`config.mk`:
```
export PLATFORM = sky130hd
export DESIGN_NAME = apb_cmd_master_flat
export DESIGN_NICKNAME = d
export VERILOG_FILES = /design/src/rtl/apb_cmd_master_if.sv /design/src/rtl/apb_cmd_master.sv /design/src/flat_wrapper.sv
export SDC_FILE = /design/constraint.sdc
export NUM_CORES = 1
export LEC_CHECK = 0
export BUFFER_PORTS_ARGS = -buffer_cell sky130_fd_sc_hd__buf_2
export CAP_MARGIN = 20
export CORE_MARGIN = 2
export CORE_UTILIZATION = 45
export DETAILED_ROUTE_END_ITERATION = 12
export HOLD_SLACK_MARGIN = 0.03
export PLACE_DENSITY = 0.77
export REMOVE_ABC_BUFFERS = 1
export SLEW_MARGIN = 20
export SYNTH_ARGS = -nofsm -noshare
export SYNTH_HDL_FRONTEND = slang
export SYNTH_SLANG_ARGS = --single-unit
```
`constraint.sdc`:
```
create_clock -name clk -period 4.4 [get_ports clk]
set_clock_uncertainty 0.05 [all_clocks]
set_input_delay 0.88 -clock clk [delete_from_list [all_inputs] [get_ports clk]]
set_output_delay 0.88 -clock clk [all_outputs]
set_load 0.02 [all_outputs]
```
`src/rtl/apb_cmd_master_if.sv`:
```
// APB bus bundle between apb_cmd_master and an APB completer.
// The master modport drives the request side; the slave modport returns pready/prdata/pslverr.
interface apb_cmd_master_if #(
  parameter int ADDR_WIDTH = 32,
  parameter int DATA_WIDTH = 32
);
  logic [ADDR_WIDTH-1:0]   paddr;
  logic [2:0]              pprot;
  logic                    pselx;
  logic                    penable;
  logic                    pwrite;
  logic [DATA_WIDTH-1:0]   pwdata;
  logic [DATA_WIDTH/8-1:0] pstrb;
  logic                    pready;
  logic [DATA_WIDTH-1:0]   prdata;
  logic                    pslverr;

  modport master (
    output paddr, pprot, pselx, penable, pwrite, pwdata, pstrb,
    input  pready, prdata, pslverr
  );

  modport slave (
    input  paddr, pprot, pselx, penable, pwrite, pwdata, pstrb,
    output pready, prdata, pslverr
  );
endinterface

```
`src/rtl/apb_cmd_master.sv`:
```
// Single-command APB master: IDLE -> SETUP -> ACCESS, with a one-cycle done pulse.
// Define APB_TIMEOUT_EN to add an ACCESS-phase wait-state limit of TIMEOUT_CYC cycles.
module apb_cmd_master #(
  parameter int ADDR_WIDTH  = 32,
  parameter int DATA_WIDTH  = 32,
  parameter int TIMEOUT_CYC = 256
) (
  input  logic                    clk,
  input  logic                    rst,
  input  logic                    start,
  input  logic                    cmd_write,
  input  logic [ADDR_WIDTH-1:0]   cmd_addr,
  input  logic [DATA_WIDTH-1:0]   cmd_wdata,
  input  logic [DATA_WIDTH/8-1:0] cmd_wstrb,
  input  logic [2:0]              cmd_prot,
  output logic                    ready,
  output logic                    idle,
  output logic                    done,
  output logic [DATA_WIDTH-1:0]   rd_data,
  output logic                    err,
  output logic                    timeout,
  apb_cmd_master_if.master        apb
);

  if (TIMEOUT_CYC < 2 || TIMEOUT_CYC > 65535) begin : g_bad_timeout
    $error("apb_cmd_master: TIMEOUT_CYC must be in 2..65535");
  end
  if (DATA_WIDTH != 8 && DATA_WIDTH != 16 && DATA_WIDTH != 32) begin : g_bad_width
    $error("apb_cmd_master: DATA_WIDTH must be 8, 16 or 32");
  end

  typedef enum logic [1:0] {
    S_IDLE,
    S_SETUP,
    S_ACCESS
  } state_t;

  state_t state;

`ifdef APB_TIMEOUT_EN
  logic [15:0] wait_cnt;
`else
  assign timeout = 1'b0;
`endif

  always_ff @(posedge clk or posedge rst) begin
    if (rst) begin
      state       <= S_IDLE;
      ready       <= 1'b1;
      idle        <= 1'b1;
      done        <= 1'b0;
      err         <= 1'b0;
      rd_data     <= '0;
      apb.paddr   <= '0;
      apb.pprot   <= '0;
      apb.pselx   <= 1'b0;
      apb.penable <= 1'b0;
      apb.pwrite  <= 1'b0;
      apb.pwdata  <= '0;
      apb.pstrb   <= '0;
`ifdef APB_TIMEOUT_EN
      timeout     <= 1'b0;
      wait_cnt    <= '0;
`endif
    end else begin
      done <= 1'b0;
      unique case (state)
        S_IDLE: begin
          if (start) begin
            apb.paddr  <= cmd_addr;
            apb.pprot  <= cmd_prot;
            apb.pwrite <= cmd_write;
            apb.pwdata <= cmd_wdata;
            // reads never carry byte strobes onto the bus
            apb.pstrb  <= cmd_write ? cmd_wstrb : '0;
            apb.pselx  <= 1'b1;
            ready      <= 1'b0;
            idle       <= 1'b0;
            state      <= S_SETUP;
          end
        end
        S_SETUP: begin
          apb.penable <= 1'b1;
          state       <= S_ACCESS;
`ifdef APB_TIMEOUT_EN
          wait_cnt    <= '0;
`endif
        end
        S_ACCESS: begin
          if (apb.pready) begin
            if (!apb.pwrite) rd_data <= apb.prdata;
            err         <= apb.pslverr;
            done        <= 1'b1;
            apb.pselx   <= 1'b0;
            apb.penable <= 1'b0;
            ready       <= 1'b1;
            idle        <= 1'b1;
            state       <= S_IDLE;
`ifdef APB_TIMEOUT_EN
            timeout     <= 1'b0;
          end else if (wait_cnt == 16'(TIMEOUT_CYC - 1)) begin
            // this stalled cycle is the TIMEOUT_CYC-th one: abort without touching rd_data
            err         <= 1'b1;
            timeout     <= 1'b1;
            done        <= 1'b1;
            apb.pselx   <= 1'b0;
            apb.penable <= 1'b0;
            ready       <= 1'b1;
            idle        <= 1'b1;
            state       <= S_IDLE;
          end else begin
            wait_cnt    <= wait_cnt + 16'd1;
`endif
          end
        end
        default: state <= S_IDLE;
      endcase
    end
  end

endmodule

```
`src/flat_wrapper.sv`:
```
// flat-port wrapper written by rule: the top's interface ports become plain ports
module apb_cmd_master_flat 
#(
  parameter int ADDR_WIDTH  = 32,
  parameter int DATA_WIDTH  = 32,
  parameter int TIMEOUT_CYC = 256
)
  (clk, rst, start, cmd_write, cmd_addr, cmd_wdata, cmd_wstrb, cmd_prot, ready, idle, done, rd_data, err, timeout, apb_paddr, apb_pprot, apb_pselx, apb_penable, apb_pwrite, apb_pwdata, apb_pstrb, apb_pready, apb_prdata, apb_pslverr);
  apb_cmd_master_if #(.ADDR_WIDTH(ADDR_WIDTH), .DATA_WIDTH(DATA_WIDTH)) apb_i ();
  input  logic clk;
  input  logic rst;
  input  logic start;
  input  logic cmd_write;
  input  logic [ADDR_WIDTH-1:0] cmd_addr;
  input  logic [DATA_WIDTH-1:0] cmd_wdata;
  input  logic [DATA_WIDTH/8-1:0] cmd_wstrb;
  input  logic [2:0] cmd_prot;
  output logic ready;
  output logic idle;
  output logic done;
  output logic [DATA_WIDTH-1:0] rd_data;
  output logic err;
  output logic timeout;
  output wire logic [$bits(apb_i.paddr)-1:0] apb_paddr;
  output wire logic [$bits(apb_i.pprot)-1:0] apb_pprot;
  output wire logic [$bits(apb_i.pselx)-1:0] apb_pselx;
  output wire logic [$bits(apb_i.penable)-1:0] apb_penable;
  output wire logic [$bits(apb_i.pwrite)-1:0] apb_pwrite;
  output wire logic [$bits(apb_i.pwdata)-1:0] apb_pwdata;
  output wire logic [$bits(apb_i.pstrb)-1:0] apb_pstrb;
  input wire logic [$bits(apb_i.pready)-1:0] apb_pready;
  input wire logic [$bits(apb_i.prdata)-1:0] apb_prdata;
  input wire logic [$bits(apb_i.pslverr)-1:0] apb_pslverr;
  assign apb_paddr = apb_i.paddr;
  assign apb_pprot = apb_i.pprot;
  assign apb_pselx = apb_i.pselx;
  assign apb_penable = apb_i.penable;
  assign apb_pwrite = apb_i.pwrite;
  assign apb_pwdata = apb_i.pwdata;
  assign apb_pstrb = apb_i.pstrb;
  assign apb_i.pready = apb_pready;
  assign apb_i.prdata = apb_prdata;
  assign apb_i.pslverr = apb_pslverr;
  apb_cmd_master #(.ADDR_WIDTH(ADDR_WIDTH), .DATA_WIDTH(DATA_WIDTH), .TIMEOUT_CYC(TIMEOUT_CYC)) u_core (.clk(clk), .rst(rst), .start(start), .cmd_write(cmd_write), .cmd_addr(cmd_addr), .cmd_wdata(cmd_wdata), .cmd_wstrb(cmd_wstrb), .cmd_prot(cmd_prot), .ready(ready), .idle(idle), .done(done), .rd_data(rd_data), .err(err), .timeout(timeout), .apb(apb_i));
endmodule
```
## After elaboration in Yosys (flattened, before gate mapping)

Cells that the tools add are included.

- Register bits after elaboration: 111
- Output and inout port bits: 111
- Word-level logic and storage cells: 39

- Eq/ne operators: 4
- Muxes and demuxes: 13
- Bitwise gates (word level): 1
- Reduce and logical (&&, ||, !) cells: 9

Operators with widths:

| kind | number |
|---|---|
| AND reduction 2 bit | 4 |
| two-way mux 1 bit | 6 |
| case mux 1 bit (2 select lines) | 3 |
| case mux 2 bit (3 select lines) | 1 |
| AND reduction 3 bit | 2 |
| two-way mux 2 bit | 2 |
| two-way mux 4 bit | 1 |
| != test 2 bit (second input constant) | 2 |
| nonzero test 2 bit | 2 |
| equality test 2 x 1 -> 1 bit (second input constant) | 1 |
| equality test 2 bit (second input constant) | 1 |
| zero test 2 bit | 1 |
| inverter 1 bit | 1 |

## Logic depth before layout (Yosys ltp)

- Word-level depth: 3
- Gate-level depth with buffers: 6
- Depth with buffers taken out: 3

## Worst setup path before layout

Ideal clock, no wire load.

- Kind: input-to-reg
- From: input port start
- To: register u_core.apb.pwdata[10]
- Library setup time: 0.125 ns
- Arrival time: 1.905 ns
- Data required time: 4.225 ns
- Setup slack: 2.320 ns
- Cell stages on the path: 5
- Cells stage by stage: or3b_1 buf_2 buf_6 buf_6 mux2_4

- Longest elaborated chain between the ends: 1

RTL lines:

| what | RTL line | text |
|---|---|---|
| from (decl) | flat_wrapper.sv:12 | `input logic start;` |
| AND reduction 2 bit (no source line) | -- |  |
| to (signal assigned) | apb_cmd_master.sv:73 | `apb.pwdata <= cmd_wdata;` |
| to (decl) | apb_cmd_master_if.sv:19 | `output paddr, pprot, pselx, penable, pwrite, pwdata, pstrb,` |

No other way between the ends.
A chain may end at the register's enable or synchronous reset.

## Worst setup path in the final report

- From: input port start
- To: register u_core.apb.pwdata[31]

Same word-level chain as after synthesis.

==> impl_metrics.json <==
{
  "outcome": "completed",
  "hold_depth": 2,
  "clock_path_buffers": 2,
  "wl_mm": 8.98,
  "final_common_cell": "buf_2",
  "maxCapViolCount": 0,
  "die_w_um": 101,
  "routabilityCongestion": 0.737,
  "min_period_ns": 2.27,
  "wl_per_cell_um": 15.1,
  "hold_buffers": 0,
  "r2r_cells": 3,
  "hold-path-endpoint": "u_core.apb.pstrb[0]",
  "post_cts_buffers": 0,
  "layout-drive-gt1-share_pct": 70.7,
  "cts_tree": "yes",
  "avgSynthCellArea_sq_um": 16.3,
  "cpMaxStageDelayCell": "or3b_4",
  "power_mw": 4.41,
  "coreArea_sq_mm": 0.00920,
  "grt_pass1_wl_mm": 13.7,
  "synth-seq-cells": 111,
  "rrSetupSlack_ns": 2.37,
  "final_max_slew_viol_count": 0,
  "htree_levels": 3,
  "worstReg2RegStart": "u_core.state[1]",
  "clkLatencyLatePin_ns": 0.35,
  "worstSetupStartpointType": "input pin",
  "r2r_end": "u_core.apb.pwdata[31]",
  "yosysSeqAreaShare_pct": 65.4,
  "hpwl_mm": 6.79,
  "power_density_mw_per_mm2": 788,
  "crit_arrival_ns": 2.47,
  "dieArea_sq_mm": 0.0102,
  "grt_use_total_pct": 17.2,
  "post-route-period-util_pct": 51.7,
  "setup_viol": 0,
  "max_stage_delay_ns": 0.64,
  "pwr-share-seq_pct": 40.8,
  "cpLargestDelayFamily": "simple AND/OR/NAND/NOR gates",
  "finalHoldViolations": 0,
  "routed-via-count": 2852,
  "pre_cts_ws_ns": 1.71,
  "cts-root-buf": "clkbuf_8",
  "worst_slack_ns": 2.13,
  "cts-resized-gates": 0,
  "io_pins": 220,
  "maxSlewHeadroom_pct": 54.9,
  "start_util_pct": 46.2,
  "final_cell_area_sq_mm": 0.00560,
  "grt_antenna_before_repair": 0,
  "top_layer_used": "met4",
  "worstMarginPinSlew_ns": 0.676,
  "grt_max_degree": 57,
  "rsz0062_at_grt": "no",
  "placed_area_sq_mm": 0.00543,
  "synthesis.area_sq_mm": 0.00425,
  "endpoint_kind": "register",
  "hold_path_class": "register to register",
  "max_freq_ghz": 0.440,
  "ys_types": 17,
  "cts_buffers": 9,
  "finalNetCount": 589,
  "vdd_drop_max_mv": 0.389,
  "syn_to_final_growth_pct": 31.7,
  "die_h_um": 101,
  "p_int_mw": 2.66,
  "mostFrequentLayoutCells": "218 x buf_2, 110 x dfrtp_1, 80 x mux2_2",
  "wl_met1_mm": 3.56,
  "clk_pin_slew_ns": 0.10,
  "dr.pass1.iters": 5,
  "cp_cell_sequence": "buf_2 > or3b_4 > buf_4 > mux2_2",
  "rows": 35,
  "drc_errors": 0,
  "grt_pass1_vias": 2924,
  "switching_power_mw": 1.75,
  "leakagePower_nw": 2.89,
  "cp_num_buf_inv": 2,
  "numClockSinks": 111,
  "io_buffers": 218,
  "gr-total-overflow": 0,
  "critPathKind": "input pin to register",
  "vias_per_cell": 4.79,
  "final_antenna_net_count": 0,
  "met2_length_mm": 4.64,
  "setup_total_negative_slack_ns": 0,
  "clock_power_share_pct": 12.4,
  "drtIter0Drc": 53,
  "cp_max_fo": 41,
  "yosys_warnings": 0,
  "combPwrFrac_pct": 46.8,
  "syn_inst": 260,
  "p_sw_share_pct": 39.8,
  "hold_path.startpoint": "u_core.apb.pstrb[0]",
  "crit_required_ns": 4.60,
  "antenna_cells": 0,
  "dr_wl_met3_um": 618
}
## cells in the mapped netlist
cell type | count | area share, %
dfstp_2 | 1 | 0.62
conb_1 | 1 | 0.088
mux2_4 | 21 | 7.4
nor2_1 | 2 | 0.18
nand3_1 | 1 | 0.12
o21ai_0 | 7 | 0.82
inv_1 | 6 | 0.53
buf_2 | 8 | 0.94
nand2_1 | 9 | 0.79
dfrtp_1 | 110 | 65
a21oi_1 | 5 | 0.59
mux2_2 | 80 | 21
nand3b_1 | 1 | 0.18
or3b_1 | 1 | 0.21
buf_4 | 2 | 0.35
nand2b_1 | 1 | 0.15
buf_6 | 4 | 1.1
## logic make-up (layout without fill, tap and decap cells)
family	after synthesis	after routing	synth area share, %
compound gates	12	12	1.41
flops	111	111	65.4
other cells	1	1	0.0882
mux	101	101	28.6
buf+inv	20	245	2.88
simple gates	15	15	1.62
## metrics by stage
stage	hold slack (ns)	utilization (%)	instances
CTS	0.445	60.9	596
floorplan	0.473	-	246
detailed placement	0.424	59.0	580
global placement	0.409	59.0	580
finish	0.443	60.9	596
global route	0.473	60.9	596
## final cells by class
class	count	area (sq um)
multi-input cells	129	1350
well taps	111	139
fillers	754	3600
clock buffers	10	128
inverters	6	25.0
clock inverters	6	43.8
repair buffers	223	1130
flip-flops and latches	111	2780
## power by group through the flow
stage	Combinational (mW)	Sequential, mW	Clock, mW
4_1_cts	2.10	1.81	0.566
6_report	2.07	1.80	0.545
2_1_floorplan	0.754	2.44	0
3_5_place_dp	2.10	1.82	0
3_3_place_gp	2.05	1.80	0
5_1_grt	2.20	1.86	0.615
## state kept, by name, indices dropped and copies added, names as in the netlist, 2 cells and up
register           cells
u_core.rd_data        32
u_core.apb.pprot       3
u_core.apb.paddr      32
u_core.state           2
u_core.apb.pstrb       4
u_core.apb.pwdata     32
## layer usage
metal	global-route usage, %	vias to the layer above
li1	-	1332
met1	20.6	1392
met2	29.5	116
met3	5.38	12
met4	5.82	0
met5	0	-
## worst register-to-register path: stages, from the launching register on
cell and delay, ns:
dfrtp_1 0.47, or3b_4 0.58, buf_4 0.43, mux2_2 0.40
## how the worst max path moves through the flow
| stage | from | to | slack [ns] | cells past startpoint |
|---|---|---|---|---|
| final | start | u_core.apb.pwdata[31] | 2.13 | 4 |
| after global routing | start | u_core.apb.paddr[4] | 2.06 | 4 |
| after CTS | start | u_core.apb.pwdata[31] | 2.11 | 4 |
| after detailed placement | start | u_core.apb.pwdata[31] | 1.71 | 4 |
| after global placement | start | u_core.apb.pwdata[31] | 1.77 | 4 |
| after floorplan | rst | u_core.apb.paddr[0] | 0.54 | 1 |
No activity file was read; power rests on OpenSTA's default activity.
